$ cat src/rtl/if_fetch_stage.sv
// ---------------------------------------------------------------------------
// if_fetch_stage
// Instruction-fetch stage: owns the PC, keeps at most one instruction-memory
// request outstanding, and loads the IF/ID pipeline register. A one-entry
// skid buffer catches a response that arrives while the hazard unit stalls.
//
// Optional build macro: IF_FETCH_PERF_EN
//   When defined, adds output if_fetch_count, a wrapping count of valid
//   instructions loaded into IF/ID.
// ---------------------------------------------------------------------------
module if_fetch_stage #(
    parameter logic [31:0] RESET_PC    = 32'h0000_0000,
    parameter logic [31:0] BUBBLE_INSN = 32'h0000_0013
) (
    input  logic        clk,
    input  logic        rst,
    input  logic        stall,
    input  logic        redirect_valid,
    input  logic [31:0] redirect_pc,
    output logic        imem_req_valid,
    input  logic        imem_req_ready,
    output logic [31:0] imem_addr,
    input  logic        imem_rsp_valid,
    input  logic [31:0] imem_rsp_data,
    output logic [31:0] if_id_instruction,
    output logic [31:0] if_id_pc_out,
    output logic        if_id_ins_valid
`ifdef IF_FETCH_PERF_EN
    ,
    output logic [31:0] if_fetch_count
`endif
);

    typedef enum logic [1:0] {
        S_IDLE = 2'd0,
        S_REQ  = 2'd1,
        S_WAIT = 2'd2,
        S_HOLD = 2'd3
    } state_t;

    state_t      r_state;
    state_t      w_state_nxt;
    logic [31:0] r_pc;
    logic [31:0] w_pc_nxt;
    logic [31:0] r_fetch_pc;
    logic [31:0] w_fetch_pc_nxt;
    logic        r_kill;
    logic        w_kill_nxt;
    logic [31:0] r_skid_data;
    logic [31:0] w_skid_data_nxt;
    logic [31:0] r_skid_pc;
    logic [31:0] w_skid_pc_nxt;

    logic        w_req_hs;
    logic        w_deliver;
    logic [31:0] w_deliver_data;
    logic [31:0] w_deliver_pc;
    logic        w_load_if_id;

    logic [31:0] r_if_id_instruction;
    logic [31:0] r_if_id_pc_out;
    logic        r_if_id_ins_valid;

    assign w_req_hs     = (r_state == S_REQ) && imem_req_ready;
    // A delivery only reaches IF/ID when neither flush nor stall wins.
    assign w_load_if_id = w_deliver && !redirect_valid && !stall;

    assign if_id_instruction = r_if_id_instruction;
    assign if_id_pc_out      = r_if_id_pc_out;
    assign if_id_ins_valid   = r_if_id_ins_valid;

    // Request interface decodes straight from state and PC.
    always_comb begin
        imem_req_valid = (r_state == S_REQ);
        imem_addr      = r_pc;
    end

    // Next-state and datapath decode for the fetch controller.
    always_comb begin
        w_state_nxt     = r_state;
        w_pc_nxt        = r_pc;
        w_fetch_pc_nxt  = r_fetch_pc;
        w_kill_nxt      = r_kill;
        w_skid_data_nxt = r_skid_data;
        w_skid_pc_nxt   = r_skid_pc;
        w_deliver       = 1'b0;
        w_deliver_data  = imem_rsp_data;
        w_deliver_pc    = r_fetch_pc;
        case (r_state)
            S_IDLE: begin
                w_state_nxt = S_REQ;
            end
            S_REQ: begin
                if (w_req_hs) begin
                    w_fetch_pc_nxt = r_pc;
                    w_state_nxt    = S_WAIT;
                    if (redirect_valid) begin
                        // Request already accepted: its response must be dropped.
                        w_pc_nxt   = redirect_pc;
                        w_kill_nxt = 1'b1;
                    end else begin
                        w_pc_nxt = r_pc + 32'd4;
                    end
                end else if (redirect_valid) begin
                    // Not yet accepted, so the address can simply change.
                    w_pc_nxt = redirect_pc;
                end else begin
                    w_state_nxt = S_REQ;
                end
            end
            S_WAIT: begin
                if (imem_rsp_valid) begin
                    if (r_kill || redirect_valid) begin
                        w_kill_nxt  = 1'b0;
                        w_state_nxt = S_REQ;
                        if (redirect_valid) begin
                            w_pc_nxt = redirect_pc;
                        end else begin
                            w_pc_nxt = r_pc;
                        end
                    end else if (!stall) begin
                        w_deliver      = 1'b1;
                        w_deliver_data = imem_rsp_data;
                        w_deliver_pc   = r_fetch_pc;
                        w_state_nxt    = S_REQ;
                    end else begin
                        w_skid_data_nxt = imem_rsp_data;
                        w_skid_pc_nxt   = r_fetch_pc;
                        w_state_nxt     = S_HOLD;
                    end
                end else if (redirect_valid) begin
                    w_kill_nxt = 1'b1;
                    w_pc_nxt   = redirect_pc;
                end else begin
                    w_state_nxt = S_WAIT;
                end
            end
            S_HOLD: begin
                if (redirect_valid) begin
                    w_pc_nxt    = redirect_pc;
                    w_state_nxt = S_REQ;
                end else if (!stall) begin
                    w_deliver      = 1'b1;
                    w_deliver_data = r_skid_data;
                    w_deliver_pc   = r_skid_pc;
                    w_state_nxt    = S_REQ;
                end else begin
                    w_state_nxt = S_HOLD;
                end
            end
            default: begin
                w_state_nxt = S_IDLE;
            end
        endcase
    end

    // Fetch controller state, PC, kill flag and skid buffer registers.
    always_ff @(posedge clk) begin
        if (!rst) begin
            r_state     <= S_IDLE;
            r_pc        <= RESET_PC;
            r_fetch_pc  <= 32'h0000_0000;
            r_kill      <= 1'b0;
            r_skid_data <= 32'h0000_0000;
            r_skid_pc   <= 32'h0000_0000;
        end else begin
            r_state     <= w_state_nxt;
            r_pc        <= w_pc_nxt;
            r_fetch_pc  <= w_fetch_pc_nxt;
            r_kill      <= w_kill_nxt;
            r_skid_data <= w_skid_data_nxt;
            r_skid_pc   <= w_skid_pc_nxt;
        end
    end

    // IF/ID register: reset, then flush, then stall-hold, then load, else bubble.
    always_ff @(posedge clk) begin
        if (!rst) begin
            r_if_id_instruction <= BUBBLE_INSN;
            r_if_id_pc_out      <= 32'h0000_0000;
            r_if_id_ins_valid   <= 1'b0;
        end else if (redirect_valid) begin
            r_if_id_instruction <= BUBBLE_INSN;
            r_if_id_pc_out      <= r_if_id_pc_out;
            r_if_id_ins_valid   <= 1'b0;
        end else if (stall) begin
            r_if_id_instruction <= r_if_id_instruction;
            r_if_id_pc_out      <= r_if_id_pc_out;
            r_if_id_ins_valid   <= r_if_id_ins_valid;
        end else if (w_deliver) begin
            r_if_id_instruction <= w_deliver_data;
            r_if_id_pc_out      <= w_deliver_pc;
            r_if_id_ins_valid   <= 1'b1;
        end else begin
            r_if_id_instruction <= BUBBLE_INSN;
            r_if_id_pc_out      <= r_if_id_pc_out;
            r_if_id_ins_valid   <= 1'b0;
        end
    end

`ifdef IF_FETCH_PERF_EN
    logic [31:0] r_fetch_count;

    assign if_fetch_count = r_fetch_count;

    // Count valid instructions loaded into IF/ID; wraps naturally at 2^32.
    always_ff @(posedge clk) begin
        if (!rst) begin
            r_fetch_count <= 32'h0000_0000;
        end else if (w_load_if_id) begin
            r_fetch_count <= r_fetch_count + 32'd1;
        end else begin
            r_fetch_count <= r_fetch_count;
        end
    end
`else
    // Without the counter the load strobe has no consumer.
    logic w_unused_load;
    assign w_unused_load = w_load_if_id;
`endif

endmodule

$ cat config.mk
export PLATFORM = sky130hd
export DESIGN_NAME = if_fetch_stage
export DESIGN_NICKNAME = d
export VERILOG_FILES = /design/src/rtl/if_fetch_stage.sv
export SDC_FILE = /design/constraint.sdc
export NUM_CORES = 1
export LEC_CHECK = 0
export CORE_MARGIN = 2
export CORE_UTILIZATION = 35
export DETAILED_ROUTE_END_ITERATION = 12
export GPL_TIMING_DRIVEN = 0
export SYNTH_ARGS = -nofsm -noshare
export SYNTH_HDL_FRONTEND = slang
export SYNTH_SLANG_ARGS = --single-unit
$ cat constraint.sdc
create_clock -name clk -period 4.5 [get_ports clk]
set_input_delay 0.675 -clock clk [delete_from_list [all_inputs] [get_ports clk]]
set_output_delay 0.675 -clock clk [all_outputs]
set_load 0.02 [all_outputs]
# Word-level counts from Yosys, hierarchy flattened
# Index checks and enable logic that the tools add are counted.
# W data, S select, Z words.
totals:
  register_bits: 196
  inputBits: 70
  output_inout_bits: 98
  wordCells: 61
op_classes:
  add_sub_neg: 1
  n_eq_ne: 7
  n_mux: 28
  bitwise_logic: 4
  reduce_logical: 12
op_table:
  columns: ["operator", "n"]
  rows:
  - ["$mux W32", 8]
  - ["$pmux W32 S3", 1]
  - ["$add A32 B3 Y32 const B", 1]
  - ["$mux W2", 7]
  - ["$mux W1", 9]
  - ["$pmux W2 S4", 1]
  - ["$ne A3 B3 Y1 const B", 2]
  - ["$reduce_and A2 Y1", 3]
  - ["$reduce_and A3 Y1", 2]
  - ["$eq A2 B2 Y1 const B", 2]
  - ["$not A1 Y1", 4]
  - ["$pmux W1 S2", 2]
  - ["$reduce_and A4 Y1", 1]
  - ["$ne A3 B2 Y1 const B", 1]
  - ["$reduce_bool A3 Y1", 1]
  - ["$eq A2 B1 Y1 const B", 1]
  - ["$logic_not A2 Y1", 1]
  - ["$ne A2 B1 Y1 const B", 1]
  - ["$reduce_bool A2 Y1", 1]
  - ["$reduce_or A2 Y1", 1]
  - ["$logic_and A1 B1 Y1", 1]
  - ["$logic_or A1 B1 Y1", 1]

# Longest topological paths before layout
depth:
  word_depth: 5
  depth_mapped: 8
  mapped_depth_nobuf: 6

# Worst setup path after synthesis
# Ideal clock, no wire load.
synth_path:
  path_type: "input to register"
  start: "in imem_req_ready"
  end: "reg r_pc[17] (netlist: imem_addr[17])"
  setup_time_ns: 0.120
  arrival_time_ns: 2.002
  required_time_ns: 4.380
  path_slack_ns: 2.378
  stages: 6
  n_path_buf: 1
  cell_sequence: "and3b_1 -> clkbuf_1 -> nand2_1 -> or3_4 -> o211a_1 -> o31a_1"
synth_between:
  elab_chain_len: 3
synth_lines:
  columns: ["element", "line_no", "source"]
  rows:
  - ["start: declaration", "21", "input logic imem_req_ready,"]
  - ["$logic_and A1 B1 Y1", "64", "assign w_req_hs = (r_state == S_REQ) && imem_req_ready;"]
  - ["$mux W32", "94", "if (w_req_hs) begin"]
  - ["$pmux W32 S3", "89", "case (r_state)"]
  - ["end signal: assignment", "168", "r_pc <= w_pc_nxt;"]
  - ["end: declaration", "43", "logic [31:0] r_pc;"]
# Every way passes these cells.
# A chain may end at the register's enable or synchronous reset.

# Worst setup path in the final report
layout_path:
  start: "in imem_req_ready"
  end: "reg r_pc[21] (netlist: imem_addr[21])"
# The elaborated chain is that of the path after synthesis.

==> results by group <==
Status
  • Outcome: complete, no violations

Drt
  • DRT iter0 DRCs: 626
  • Number of vias per cell: 5.23
  • Detailed-route wire length per cell: 17.2 um
  • DRC violations left: 0
  • Drt pass-1 iters: 5
  • Detailed-route wire length: 27800 um
  • Number of antenna-violating nets in the routed design: 0
  • Vias: 8429

Critical path
  • Startpoint type of the worst setup path: primary input
  • Worst reg2reg path depth: 6
  • CP endpoint kind: register
  • End of the worst register-to-register path: imem_addr[21]$_SDFFE_PN0P_
  • Required time reported for the critical path endpoint: 4800 ps
  • Setup slack, reg-to-reg: 1910 ps
  • Endpoint arrival time on the critical path: 3100 ps
  • Critical register-to-register path startpoint: r_state[0]$_SDFFE_PN0P_
  • Critical path class: in -> reg
  • Maximum fanout along the worst path: 5

Power
  • Static power due to leakage: 3.56 nW
  • Peak VDD IR: 0.268 mV
  • Power per cell area: 349 mW/mm2

Clocking
  • Number of hold-repair buffers added at the cts stage: 0
  • Clock-pin slew on the worst setup and hold paths: 70 ps
  • Root Buffer: sky130_fd_sc_hd__clkbuf_16
  • CTS tree: built
  • Post-CTS Setup Repair Bufs: 0
  • Buffers from clock root to sink, at most: 2
  • Insertion delay of the later-clocked pin in the worst-skew pair: 440 ps
  • Clock H-tree levels: 4
  • TritonCTS sink count: 196
  • Clock buffers created by TritonCTS: 17
  • Resized cells post-CTS: 0

Floorplan
  • Effective utilization at floorplan: 35.3%
  • Die boundary width: 157 um
  • FP Rows: 56
  • Count of pins on the block boundary: 168
  • Die ar.: 0.0247 mm2
  • Core Area: 0.0233 mm2
  • Chip height: 157 um

Layout
  • Number of fill cells: 2417
  • Final core utilization: 46.7%
  • Post-Layout Inst Area: 0.0109 mm2
  • Area overhead of the layout relative to synthesis: 32.3%
  • Net count, final: 1351
  • Most common cell after layout, fill and taps aside: sky130_fd_sc_hd__nand2_1
  • Most frequent cells in the layout: 350 x sky130_fd_sc_hd__nand2_1, 196 x sky130_fd_sc_hd__dfxtp_1, 182 x sky130_fd_sc_hd__a21oi_1
  • Share of cells above drive strength 1: 3.56%

Synth
  • Synthesized net count: 1168
  • Synth Warn #: 0
  • Area of the mapped netlist: 0.00822 mm2
  • Number of distinct standard cells referenced by the synthesized netlist: 54
  • Sequential-to-total area share from yosys stat: 47.8%
  • Most used DFF post-synth: sky130_fd_sc_hd__dfxtp_1
  • Synth async-reset ratio: 0%
  • Number of enable flip-flop cells after synthesis: 0
  • Synthesized area divided by synthesized cell count: 7.49 um2
  • Gate count of the mapped netlist: 1097
  • Seq cells post-synth: 196

STA
  • Total count of max-transition violations in the final report: 0
  • Total count of hold-check failures in the final report: 0
  • Count of final setup violators: 0
  • Max-slew headroom: 9.99%
  • Worst hold margin: 457 ps
  • Time the final worst path needs with I/O delays and setup: 2800 ps
  • Timing-limited maximum frequency: 0.357 GHz
  • Slew at the pin closest to its max-slew limit: 1330 ps
  • Final setup margin: 1700 ps
  • Accumulated negative setup slack: 0 ps
  • Unrepaired setup endpoints after global routing: false
  • Worst Skew: 12.3 ps
  • Post-route clock period utilization: 62.2%

Placed design
  • HPWL after detailed placement: 20400 um
  • IO Port Bufs: 164
  • Standard cell area after detailed placement: 0.0103 mm2
  • Final weighted congestion of routability-driven global placement: 0.873
  • DP Worst Slack: 1390 ps

Global routing
  • Number of global-route vias before repair: 7978
  • Global-route wire length before repair: 43400 um
  • Global Route Usage Sum: 22.8%
  • Total grt overflow: 0
  • Initial antenna violation count: 1
  • Maximum number of pins on one net before global-route repair: 21

Worst hold path
  • Hold wc startpoint: r_skid_data[30]$_SDFFE_PN0P_
  • Path type of the worst min-delay path: reg -> reg
  • Destination of the worst hold path: r_skid_data[30]$_SDFFE_PN0P_
  • Cell depth of the worst min-delay path: 2

Job
  • Number of maximum-capacitance constraint violations: 0
## cell type report
class	count	area (um2)	share of cell area (%)
multi-input combinational	811	3950	36.3
sequential	196	3920	36.1
timing repair buffer	164	1640	15.1
clock buffer	17	425	3.91
tap	319	399	3.67
buffer	83	320	2.95
clock inverter	15	188	1.73
inverter	7	26.3	0.242
antenna	1	2.50	0.0230
## where the power goes
part	internal, mW	leakage (nW)	total, mW	switching (mW)
clock network	0.801	0.298	1.56	0.759
registers	1.77	1.59	1.83	0.0604
logic	0.163	1.68	0.401	0.238
## how the worst max path moves through the flow
stage | cells after the start | from | slack [ps] | endpoint
after global routing | 6 | imem_req_ready | 1620 | imem_addr[25]$_SDFFE_PN0P_
after floorplan | 6 | imem_req_ready | 2380 | imem_addr[17]$_SDFFE_PN0P_
after detailed placement | 6 | imem_req_ready | 1390 | imem_addr[21]$_SDFFE_PN0P_
after global placement | 6 | imem_req_ready | 1340 | imem_addr[21]$_SDFFE_PN0P_
final | 6 | imem_req_ready | 1700 | imem_addr[21]$_SDFFE_PN0P_
after CTS | 6 | imem_req_ready | 1850 | imem_addr[21]$_SDFFE_PN0P_
## per-stage QoR
step | power, mW | instances
after global routing | 3.94 | 1613
after floorplan | 2.05 | 1097
final | 3.79 | 1613
after detailed placement | 2.27 | 1580
after CTS | 3.82 | 1612
after global placement | 2.26 | 1580
## synth_stat cells, types with 2 or more instances
master,number,share of area (%)
sky130_fd_sc_hd__nor4_1,7,0.53
sky130_fd_sc_hd__a22oi_1,6,0.55
sky130_fd_sc_hd__o21ai_1,2,0.12
sky130_fd_sc_hd__or4_1,2,0.18
sky130_fd_sc_hd__a211o_1,2,0.21
sky130_fd_sc_hd__buf_2,4,0.24
sky130_fd_sc_hd__nand3_1,22,1.3
sky130_fd_sc_hd__mux2i_1,6,0.73
sky130_fd_sc_hd__inv_1,6,0.27
sky130_fd_sc_hd__a31o_2,3,0.32
sky130_fd_sc_hd__nor3_1,9,0.55
sky130_fd_sc_hd__nor2b_1,4,0.30
sky130_fd_sc_hd__buf_1,9,0.41
sky130_fd_sc_hd__o21ai_0,18,1.1
sky130_fd_sc_hd__o22ai_1,6,0.46
sky130_fd_sc_hd__o211a_1,3,0.37
sky130_fd_sc_hd__a31oi_1,2,0.15
sky130_fd_sc_hd__and2_1,4,0.30
sky130_fd_sc_hd__nand4_1,19,1.4
sky130_fd_sc_hd__a311oi_1,34,3.6
sky130_fd_sc_hd__and3_1,7,0.53
sky130_fd_sc_hd__o31a_1,3,0.32
sky130_fd_sc_hd__a211oi_1,2,0.18
sky130_fd_sc_hd__dfxtp_1,196,48
sky130_fd_sc_hd__xor2_1,4,0.43
sky130_fd_sc_hd__and4_1,2,0.21
sky130_fd_sc_hd__o221ai_1,3,0.32
sky130_fd_sc_hd__o21a_1,2,0.18
sky130_fd_sc_hd__nor2_1,85,3.9
sky130_fd_sc_hd__a21oi_1,182,11
sky130_fd_sc_hd__clkbuf_1,69,3.2
sky130_fd_sc_hd__o211ai_1,2,0.18
sky130_fd_sc_hd__a21o_1,2,0.18
sky130_fd_sc_hd__nand2_1,350,16
## cell families after synthesis
kind of cell	after synthesis	synth area share (%)
compound gates	279	20.1
xor+xnor	4	0.426
fa+ha+maj	1	0.152
buf+inv	90	4.22
flops	196	47.8
mux	6	0.731
simple gates	521	26.6
## flip-flops by register name, summed over array words and instances, names as in the netlist
| name | flops |
|---|---|
| if_id_instruction | 32 |
| r_fetch_pc | 32 |
| r_state | 2 |
| r_skid_pc | 32 |
| if_id_pc_out | 32 |
| r_skid_data | 32 |
| if_id_ins_valid | 1 |
| r_kill | 1 |
| imem_addr | 32 |
## layer usage
metal	vias to the layer above	track usage, %	wire length, um
li1	4133	-	-
met1	3910	30.6	12500
met2	321	35.7	12400
met3	65	4.30	1930
met4	0	9.74	945
met5	-	0	0
## critical path: stages
cell and delay (ps):
sky130_fd_sc_hd__clkdlybuf4s50_1 520, sky130_fd_sc_hd__nor4bb_1 1120, sky130_fd_sc_hd__nand4_1 170, sky130_fd_sc_hd__nor3_1 330
sky130_fd_sc_hd__o211a_1 230, sky130_fd_sc_hd__nor3_1 50
No activity file was read; power rests on OpenSTA's default activity.
